[src/rtl/key_event_decoder.sv]
// Key event decoder: turns a debounced key level into one-clk short / double / long / repeat pulses.
// Auto-repeat while held after a long press is compiled in only when KEY_REPEAT_EN is defined.

module key_event_decoder #(
  parameter logic             PRESSED_LEVEL = 1'b0,
  parameter int               CNT_W         = 24,
  parameter logic [CNT_W-1:0] LONG_CNT      = CNT_W'(25_000_000),
  parameter logic [CNT_W-1:0] DCLICK_CNT    = CNT_W'(7_500_000),
  parameter logic [CNT_W-1:0] REPEAT_CNT    = CNT_W'(2_500_000)
) (
  input  logic clk,
  input  logic rst_n,
  input  logic key_in,
  input  logic enable,
  output logic short_pulse,
  output logic double_pulse,
  output logic long_pulse,
  output logic repeat_pulse,
  output logic pressed,
  output logic busy
);

  typedef enum logic [2:0] {
    ARM    = 3'd0,
    IDLE   = 3'd1,
    PRESS1 = 3'd2,
    WAIT2  = 3'd3,
    PRESS2 = 3'd4,
    LHOLD  = 3'd5
  } state_t;

  typedef struct packed {
    logic short_e;
    logic dbl_e;
    logic long_e;
    logic rpt_e;
  } evt_t;

  localparam logic [CNT_W-1:0] LONG_LIM   = LONG_CNT - CNT_W'(1);
  localparam logic [CNT_W-1:0] DCLICK_LIM = DCLICK_CNT - CNT_W'(1);
`ifdef KEY_REPEAT_EN
  localparam logic [CNT_W-1:0] REPEAT_LIM = REPEAT_CNT - CNT_W'(1);
`else
  logic unused_repeat_cnt;
  assign unused_repeat_cnt = ^REPEAT_CNT;
`endif

  state_t           state, nxt;
  logic [CNT_W-1:0] cnt;
  logic             key_q;
  // key_q's reset value is not a real sample; ARM must not treat it as a release.
  logic             key_vld;
  logic             rel;
  logic             timed;
  logic             rep_clr;
  evt_t             evt;

  assign rel = (key_q != PRESSED_LEVEL);

  always_comb begin
    nxt     = state;
    evt     = '0;
    rep_clr = 1'b0;
    if (!enable) begin
      nxt = ARM;
    end else begin
      case (state)
        ARM:    if (key_vld && rel) nxt = IDLE;
        IDLE:   if (!rel) nxt = PRESS1;
        PRESS1: begin
          if (rel) begin
            nxt = WAIT2;
          end else if (cnt == LONG_LIM) begin
            nxt        = LHOLD;
            evt.long_e = 1'b1;
          end
        end
        WAIT2: begin
          if (!rel) begin
            nxt = PRESS2;
          end else if (cnt == DCLICK_LIM) begin
            nxt         = IDLE;
            evt.short_e = 1'b1;
          end
        end
        PRESS2: begin
          if (rel) begin
            nxt       = IDLE;
            evt.dbl_e = 1'b1;
          end
        end
        LHOLD: begin
          if (rel) begin
            nxt = IDLE;
          end
`ifdef KEY_REPEAT_EN
          else if (cnt == REPEAT_LIM) begin
            evt.rpt_e = 1'b1;
            rep_clr   = 1'b1;
          end
`endif
        end
        default: nxt = ARM;
      endcase
    end
  end

  // States with no timeout keep cnt parked at 0 so it can never wrap while waiting.
  always_comb begin
    timed = (state == PRESS1) || (state == WAIT2);
`ifdef KEY_REPEAT_EN
    if (state == LHOLD) timed = 1'b1;
`endif
  end

  always_ff @(posedge clk or negedge rst_n) begin
    if (!rst_n) begin
      state        <= ARM;
      cnt          <= '0;
      key_q        <= ~PRESSED_LEVEL;
      key_vld      <= 1'b0;
      short_pulse  <= 1'b0;
      double_pulse <= 1'b0;
      long_pulse   <= 1'b0;
      repeat_pulse <= 1'b0;
      pressed      <= 1'b0;
      busy         <= 1'b0;
    end else begin
      key_q        <= key_in;
      key_vld      <= 1'b1;
      pressed      <= (key_in == PRESSED_LEVEL);
      state        <= nxt;
      cnt          <= ((nxt != state) || rep_clr || !timed) ? '0 : cnt + CNT_W'(1);
      short_pulse  <= evt.short_e;
      double_pulse <= evt.dbl_e;
      long_pulse   <= evt.long_e;
      repeat_pulse <= evt.rpt_e;
      busy         <= (nxt != IDLE) && (nxt != ARM);
    end
  end

endmodule

[config.mk]
export PLATFORM = sky130hd
export DESIGN_NAME = key_event_decoder
export DESIGN_NICKNAME = d
export VERILOG_FILES = /design/src/rtl/key_event_decoder.sv
export SDC_FILE = /design/constraint.sdc
export NUM_CORES = 1
export LEC_CHECK = 0
export CORE_MARGIN = 10
export CORE_UTILIZATION = 35
export DETAILED_ROUTE_END_ITERATION = 8
export HOLD_SLACK_MARGIN = 0.03
export MAX_ROUTING_LAYER = met4
export PLACE_DENSITY_LB_ADDON = 0.1
export SLEW_MARGIN = 25
export SYNTH_ARGS = -nofsm -noshare
export SYNTH_HDL_FRONTEND = slang
export SYNTH_SLANG_ARGS = --single-unit
[constraint.sdc]
create_clock -name clk -period 2.3 [get_ports clk]
set_input_delay 0.575 -clock clk [delete_from_list [all_inputs] [get_ports clk]]
set_output_delay 0.575 -clock clk [all_outputs]
set_load 0.05 [all_outputs]
==> reports/summary.txt, run 1 <==
Final wirelength = 4330 µm
Hold Path Class = register to register
Share of layout cells above drive strength 1 = 11.2%
Via count = 1556
Status = finished, final reports clean
Count of max-cap constraint violations = 0
Reg-to-reg endpoint = state[0]
Maximum clock path buffer count = 2
Chip width = 92.8 µm
Mapped Cells = 191
Top FF cell, synth = dfrtp_1
Synth area leader = dfrtp_1
Hold worst-path end = cnt[0]
Leakage = 0.790 nW
Initial Utilization = 36.1%
Root Buffer = clkbuf_8
R2r setup slk = 0.11 ns
Unrepaired setup endpoints after global routing = no
Cell variety after synth = 45
Dpl hpwl = 3060 µm
Clock Skew = 0.00366 ns
Worst Hold Launch = cnt[0]
Hold depth = 1
Worst-skew pair later-pin latency = 0.28 ns
Number of placed I/O pins = 10
Fin crit share = 95.3%
Tightest Pin Transition = 0.505 ns
Register-to-Register Path Depth = 4
Postcts setup bufs = 0
Fmax = 456 MHz
Critical path fanouts, max = 5
Worst slew margin = 66.2%
DRC = 0
Routed len/inst = 15.7 µm
Hold buffers post-CTS = 0
Drt via density = 5.66
PD cells = 528 nW/µm²
Clock-pin slew on the worst setup and hold paths = 0.07 ns
H-tree Lvls = 2
FF+latch count, synth = 34
# rows = 26
Share of the synthesized area in the top cell type = 44.5%
Fin. max-slew vios = 0
Core box area = 5140 µm²
Worst EP required = 2.50 ns
Startpoint types = register
Avg Cell Area, Syn = 9.72 µm²
Initial antenna violation count = 0
Number of global-route vias before repair = 1683
CTS Sinks = 34
First-pass GRT wire length = 7960 µm
EDFF count, synth = 0
Worst VDD drop = 0.000310 V
Buffers on Ports = 8
# diodes = 0
Gpl congestion = 0.823
Post-route ant nets = 0
CTS tree = done
Syn Nets = 196
GR Overflow Total = 0
Post-synth ARST share = 100%
CTS Buf Count = 5
Synthesis-to-finish area growth = 16.1%
Arr. time, crit path = 2.39 ns
Reg2Reg Launch Point = cnt[8]
Synthesized area = 1860 µm²
1st-iter DRT viols = 64
Largest net degree at the start of global routing = 35
Crit Path Class = register to register
Tmin final = 2.19 ns
# setup viols final = 0
DR pass1 iterations = 5
Top cells by area, synth = dfrtp_1 (44%), a22oi_1 (4.9%), nand3_1 (3.8%), a21oi_1 (3.0%), or3_1 (2.7%)
DIE AREA = 8620 µm²
Fin Setup TNS = 0 ns
Fin util = 41.9%
Endpoint class of the critical path = register
Die H = 92.8 µm
Final hold vios = 0
Ys Warns = 0
Total GRT Usage = 11.4%
Nets = 209
Post-synthesis sequential area ratio = 45.9%
Cts repair resizes = 0
[layout by cell type (no fill, tap or decap), drive strengths merged, types with 2 or more instances in the layout]
cell / netlist / layout
a21boi: 2 / 2
a21oi: 11 / 11
a22oi: 12 / 12
a31oi: 2 / 2
and3: 3 / 3
and4: 4 / 4
buf: 5 / 11
clkbuf: 8 / 7
clkdlybuf4s50: 0 / 8
conb: 2 / 2
dfrtp: 33 / 33
inv: 3 / 3
nand2: 9 / 9
nand3: 14 / 14
nand4: 4 / 4
nand4b: 3 / 3
nor2: 9 / 9
nor3: 2 / 2
nor3b: 4 / 4
nor4: 3 / 3
nor4bb: 2 / 2
o21ai: 11 / 11
o31ai: 5 / 5
or3: 8 / 8
or4: 5 / 5
or4b: 2 / 2
xnor2: 5 / 5
xor2: 5 / 5
[synth_stat cells (3+ instances only)]
cell      instances
a21oi_1          11
and3_1            3
or4_1             4
nor3b_1           4
nor2_1            9
o31ai_1           5
and4_1            4
or3_1             8
nand4_1           4
xor2_1            5
dfrtp_1          33
nor4_1            3
o21ai_0           9
xnor2_1           5
inv_1             3
buf_4             5
nand2_1           9
a22oi_1          12
nand3_1          14
nand4b_1          3
clkbuf_1          8
[metrics by stage]
step | setup WS (ns) | area, µm² | hold slack [ns] | std cells | power [W]
after floorplan | 0.206 | 1860 | 0.279 | 191 | 0.000668
after global placement | 0.152 | 2060 | 0.466 | 267 | 0.000699
after detailed placement | 0.111 | 2060 | 0.478 | 267 | 0.000700
after CTS | 0.0963 | 2160 | 0.488 | 275 | 0.00115
after global routing | 0.0275 | 2160 | 0.522 | 275 | 0.00119
final | 0.109 | 2160 | 0.486 | 275 | 0.00114
[cell families (layout without fill, tap and decap cells)]
logic type	count (synthesis)	in the layout	synth area share (%)
compound gates	49	49	17.5
xor+xnor	10	10	4.72
fa+ha+maj	1	1	0.674
buf+inv	16	30	4.25
flops	34	34	45.9
other cells	2	2	0.404
simple gates	79	79	26.6
[per-layer routing]
layer	global-route usage (%)	part of all wire (%)	wire length, µm	vias to the layer above
met5	-	0	0	-
met3	2.42	3.1	136	6
met1	13.9	48	2070	771
met2	18.1	48	2060	29
met4	3.86	1.4	60	0
li1	-	-	-	750
[sequential cells by signal, summed over array words and instances (netlist names)]
name,count
cnt,24
state,3
busy,1
double_pulse,1
key_q,1
key_vld,1
long_pulse,1
pressed,1
short_pulse,1
[where the power goes]
group          internal [W]  total (W)  switching (W)
sequential         0.000608   0.000620      0.0000122
clock              0.000241   0.000450       0.000208
combinational     0.0000246  0.0000677      0.0000431
total              0.000874    0.00114       0.000264
[worst max-delay path, cell delays in order, from the launching register on]
cell     delay (ns)
dfrtp_1        0.42
or4b_1         0.58
or4_4          0.55
or3_1          0.38
a31oi_1        0.18
[worst max-delay path by stage]
| stage | slack (ns) | end | depth (start not counted) | from |
|---|---|---|---|---|
| 6_report | 0.11 | state[0] | 4 | cnt[8] |
| 3_5_place_dp | 0.11 | state[0] | 4 | cnt[8] |
| 5_1_grt | 0.03 | cnt[23] | 5 | cnt[8] |
| 4_1_cts | 0.1 | state[0] | 4 | cnt[8] |
| 3_3_place_gp | 0.15 | cnt[13] | 6 | enable |
| 2_1_floorplan | 0.21 | cnt[20] | 5 | cnt[8] |
[final cells by class]
type	instances	area, µm²
Fill cell	527	2980
Multi-Input combinational cell	141	926
Sequential cell	34	852
Timing Repair Buffer	19	188
Tap cell	70	87.6
Clock buffer	7	86.3
Inverter	3	11.3
Clock inverter	1	5.00
(Power assumes the default switching activity.)
==> run 2, diff against run 1 <==
--- a/config.mk
+++ b/config.mk
@@ -5,6 +5,8 @@
 export SDC_FILE = /design/constraint.sdc
 export NUM_CORES = 1
 export LEC_CHECK = 0
+export CELL_PAD_IN_SITES_DETAIL_PLACEMENT = 1
+export CELL_PAD_IN_SITES_GLOBAL_PLACEMENT = 1
 export CORE_MARGIN = 10
 export CORE_UTILIZATION = 35
 export DETAILED_ROUTE_END_ITERATION = 8
==> run 2 against run 1 <==
Effect of this change: utilization rose by 0.44 points; final area rose by 1.0%; maximum frequency fell by 0.12%; flip-flop and latch count unchanged; global-route usage increased by 1.3 points.
==> reports/summary.txt, run 2 (synthesis gave the netlist of run 1 again) <==
Leakage = 0.803 nW (was 0.790 nW)
CTS Sinks = 34 (unchanged)
Worst-skew pair later-pin latency = 0.29 ns (was 0.28 ns)
Worst EP required = 2.46 ns (was 2.50 ns)
Final wirelength = 5010 µm (was 4330 µm)
Post-route ant nets = 0 (unchanged)
Layout Cells excl Fill = 278 (was 275)
Fmax = 456 MHz (about the same)
Clock-pin slew on the worst setup and hold paths = 0.07 ns (about the same)
H-tree Lvls = 2 (unchanged)
Buffers on Ports = 8 (unchanged)
FILL cells = 615 (was 527)
Regs by FF count = cnt x24, state x3 (unchanged)
Postcts setup bufs = 0 (unchanged)
Final hold vios = 0 (unchanged)
Drt via density = 5.78 (was 5.66)
Cts repair resizes = 0 (unchanged)
Tightest Pin Transition = 0.544 ns (was 0.505 ns)
DIE AREA = 8620 µm² (unchanged)
# rows = 26 (unchanged)
Routed len/inst = 18.0 µm (was 15.7 µm)
Reg2Reg Launch Point = cnt[8] (unchanged)
Fin. max-slew vios = 0 (unchanged)
Tmin final = 2.19 ns (about the same)
GR Overflow Total = 0 (unchanged)
CTS tree = done (unchanged)
Fin crit share = 95.4% (was 95.3%)
DR pass1 iterations = 4 (was 5)
Count of max-cap constraint violations = 0 (unchanged)
CTS Buf Count = 5 (unchanged)
Largest register FFs = 24 (unchanged)
First-pass GRT wire length = 8700 µm (was 7960 µm)
Multi-input gate area = 926 µm² (unchanged)
Dpl hpwl = 3560 µm (was 3060 µm)
# diodes = 0 (unchanged)
Root Buffer = clkbuf_8 (unchanged)
Total GRT Usage = 12.7% (was 11.4%)
Commonest non-fill, non-tap cell in the layout = dfrtp_1 (unchanged)
Arr. time, crit path = 2.35 ns (was 2.39 ns)
Hold Path Class = register to register (unchanged)
Maximum clock path buffer count = 2 (unchanged)
Synthesis-to-finish area growth = 17.3% (was 16.1%)
Endpoint class of the critical path = register (unchanged)
Core box area = 5140 µm² (unchanged)
Critical path fanouts, max = 24 (was 5)
Die H = 92.8 µm (unchanged)
Dpl cells = 269 (was 267)
Via count = 1608 (was 1556)
Number of placed I/O pins = 10 (unchanged)
Worst Setup Slack, final = 0.106 ns (was 0.109 ns)
CP endpoint = cnt[14] (was state[0])
Dpl ws = 0.137 ns (was 0.111 ns)
Gpl congestion = 0.804 (was 0.823)
Reg-to-reg endpoint = cnt[14] (was state[0])
Fin Setup TNS = 0 ns (unchanged)
Commonest non-fill, non-tap cells in the layout = dfrtp_1 (33), nand3_1 (14), a22oi_1 (12), buf_4 (12), a21oi_1 (11) (was dfrtp_1 (33), nand3_1 (14), a22oi_1 (12), a21oi_1 (11))
Hold depth = 1 (unchanged)
Clock Skew = 0.0101 ns (was 0.00366 ns)
CP startpoint = cnt[8] (unchanged)
Nets = 212 (was 209)
DRC = 0 (unchanged)
Seq. cell area = 852 µm² (unchanged)
Top reg by flops = cnt (unchanged)
1st-iter DRT viols = 86 (was 64)
Worst VDD drop = 0.000198 V (was 0.000310 V)
Largest net degree at the start of global routing = 35 (unchanged)
Number of global-route vias before repair = 1764 (was 1683)
PD cells = 528 nW/µm² (about the same)
Fin util = 42.4% (was 41.9%)
Crit Path Class = register to register (unchanged)
Final Cell Area = 2180 µm² (was 2160 µm²)
Status = finished, final reports clean (unchanged)
Unrepaired setup endpoints after global routing = no (unchanged)
Register-to-Register Path Depth = 5 (was 4)
Chip width = 92.8 µm (unchanged)
R2r setup slk = 0.11 ns (about the same)
Initial Utilization = 36.1% (unchanged)
Initial antenna violation count = 0 (unchanged)
Dpl cell area = 2080 µm² (was 2060 µm²)
# setup viols final = 0 (unchanged)
Startpoint types = register (unchanged)
Hold buffers post-CTS = 0 (unchanged)
Worst slew margin = 63.4% (was 66.2%)
Share of layout cells above drive strength 1 = 12.5% (was 11.2%)
## run 2: cell count changes in the layout (fill, tap and decap cells not counted), sizes merged
cell  delta
buf      +3
## run 2: layer usage
layer	track usage (%)	part of all wire, %
met5	-	0
met4	4.63	1.4
met3	3.31	2.8
met2	21.5	51
met1	13.9	45
## run 2: worst max-delay path, cell delays in order (launching register included)
cell and delay (ns):
dfrtp_1 0.41, or4b_1 0.58, or4_4 0.55, o21ai_2 0.22, buf_12 0.19, a22oi_1 0.11
## run 2: layout make-up
type | instances | area share [%]
multi-input cells | 141 | 42.5
inverters | 3 | 0.517
repair buffers | 22 | 9.65
clock inverters | 1 | 0.230
flip-flops and latches | 34 | 39.1
clock buffers | 7 | 3.96
well taps | 70 | 4.02
## run 2: how the worst min path moves through the flow
stage                 from  endpoint  slack, ns
floorplan            rst_n      busy       0.28
global placement    cnt[0]    cnt[0]       0.47
detailed placement  cnt[0]    cnt[0]       0.47
CTS                 cnt[0]    cnt[0]       0.49
global route        cnt[0]    cnt[0]       0.56
finish              cnt[0]    cnt[0]       0.48
## run 2: report_power, final
group          switching (W)  leakage (nW)  internal, W
registers          0.0000129         0.466     0.000608
logic              0.0000444         0.288    0.0000256
clock network       0.000217        0.0482     0.000241
## run 2: through the flow
stage | hold WS (ns) | power [W]
2_1_floorplan | 0.279 | 0.000668
3_3_place_gp | 0.468 | 0.000702
3_5_place_dp | 0.474 | 0.000704
4_1_cts | 0.485 | 0.00116
5_1_grt | 0.564 | 0.00121
6_report | 0.482 | 0.00115
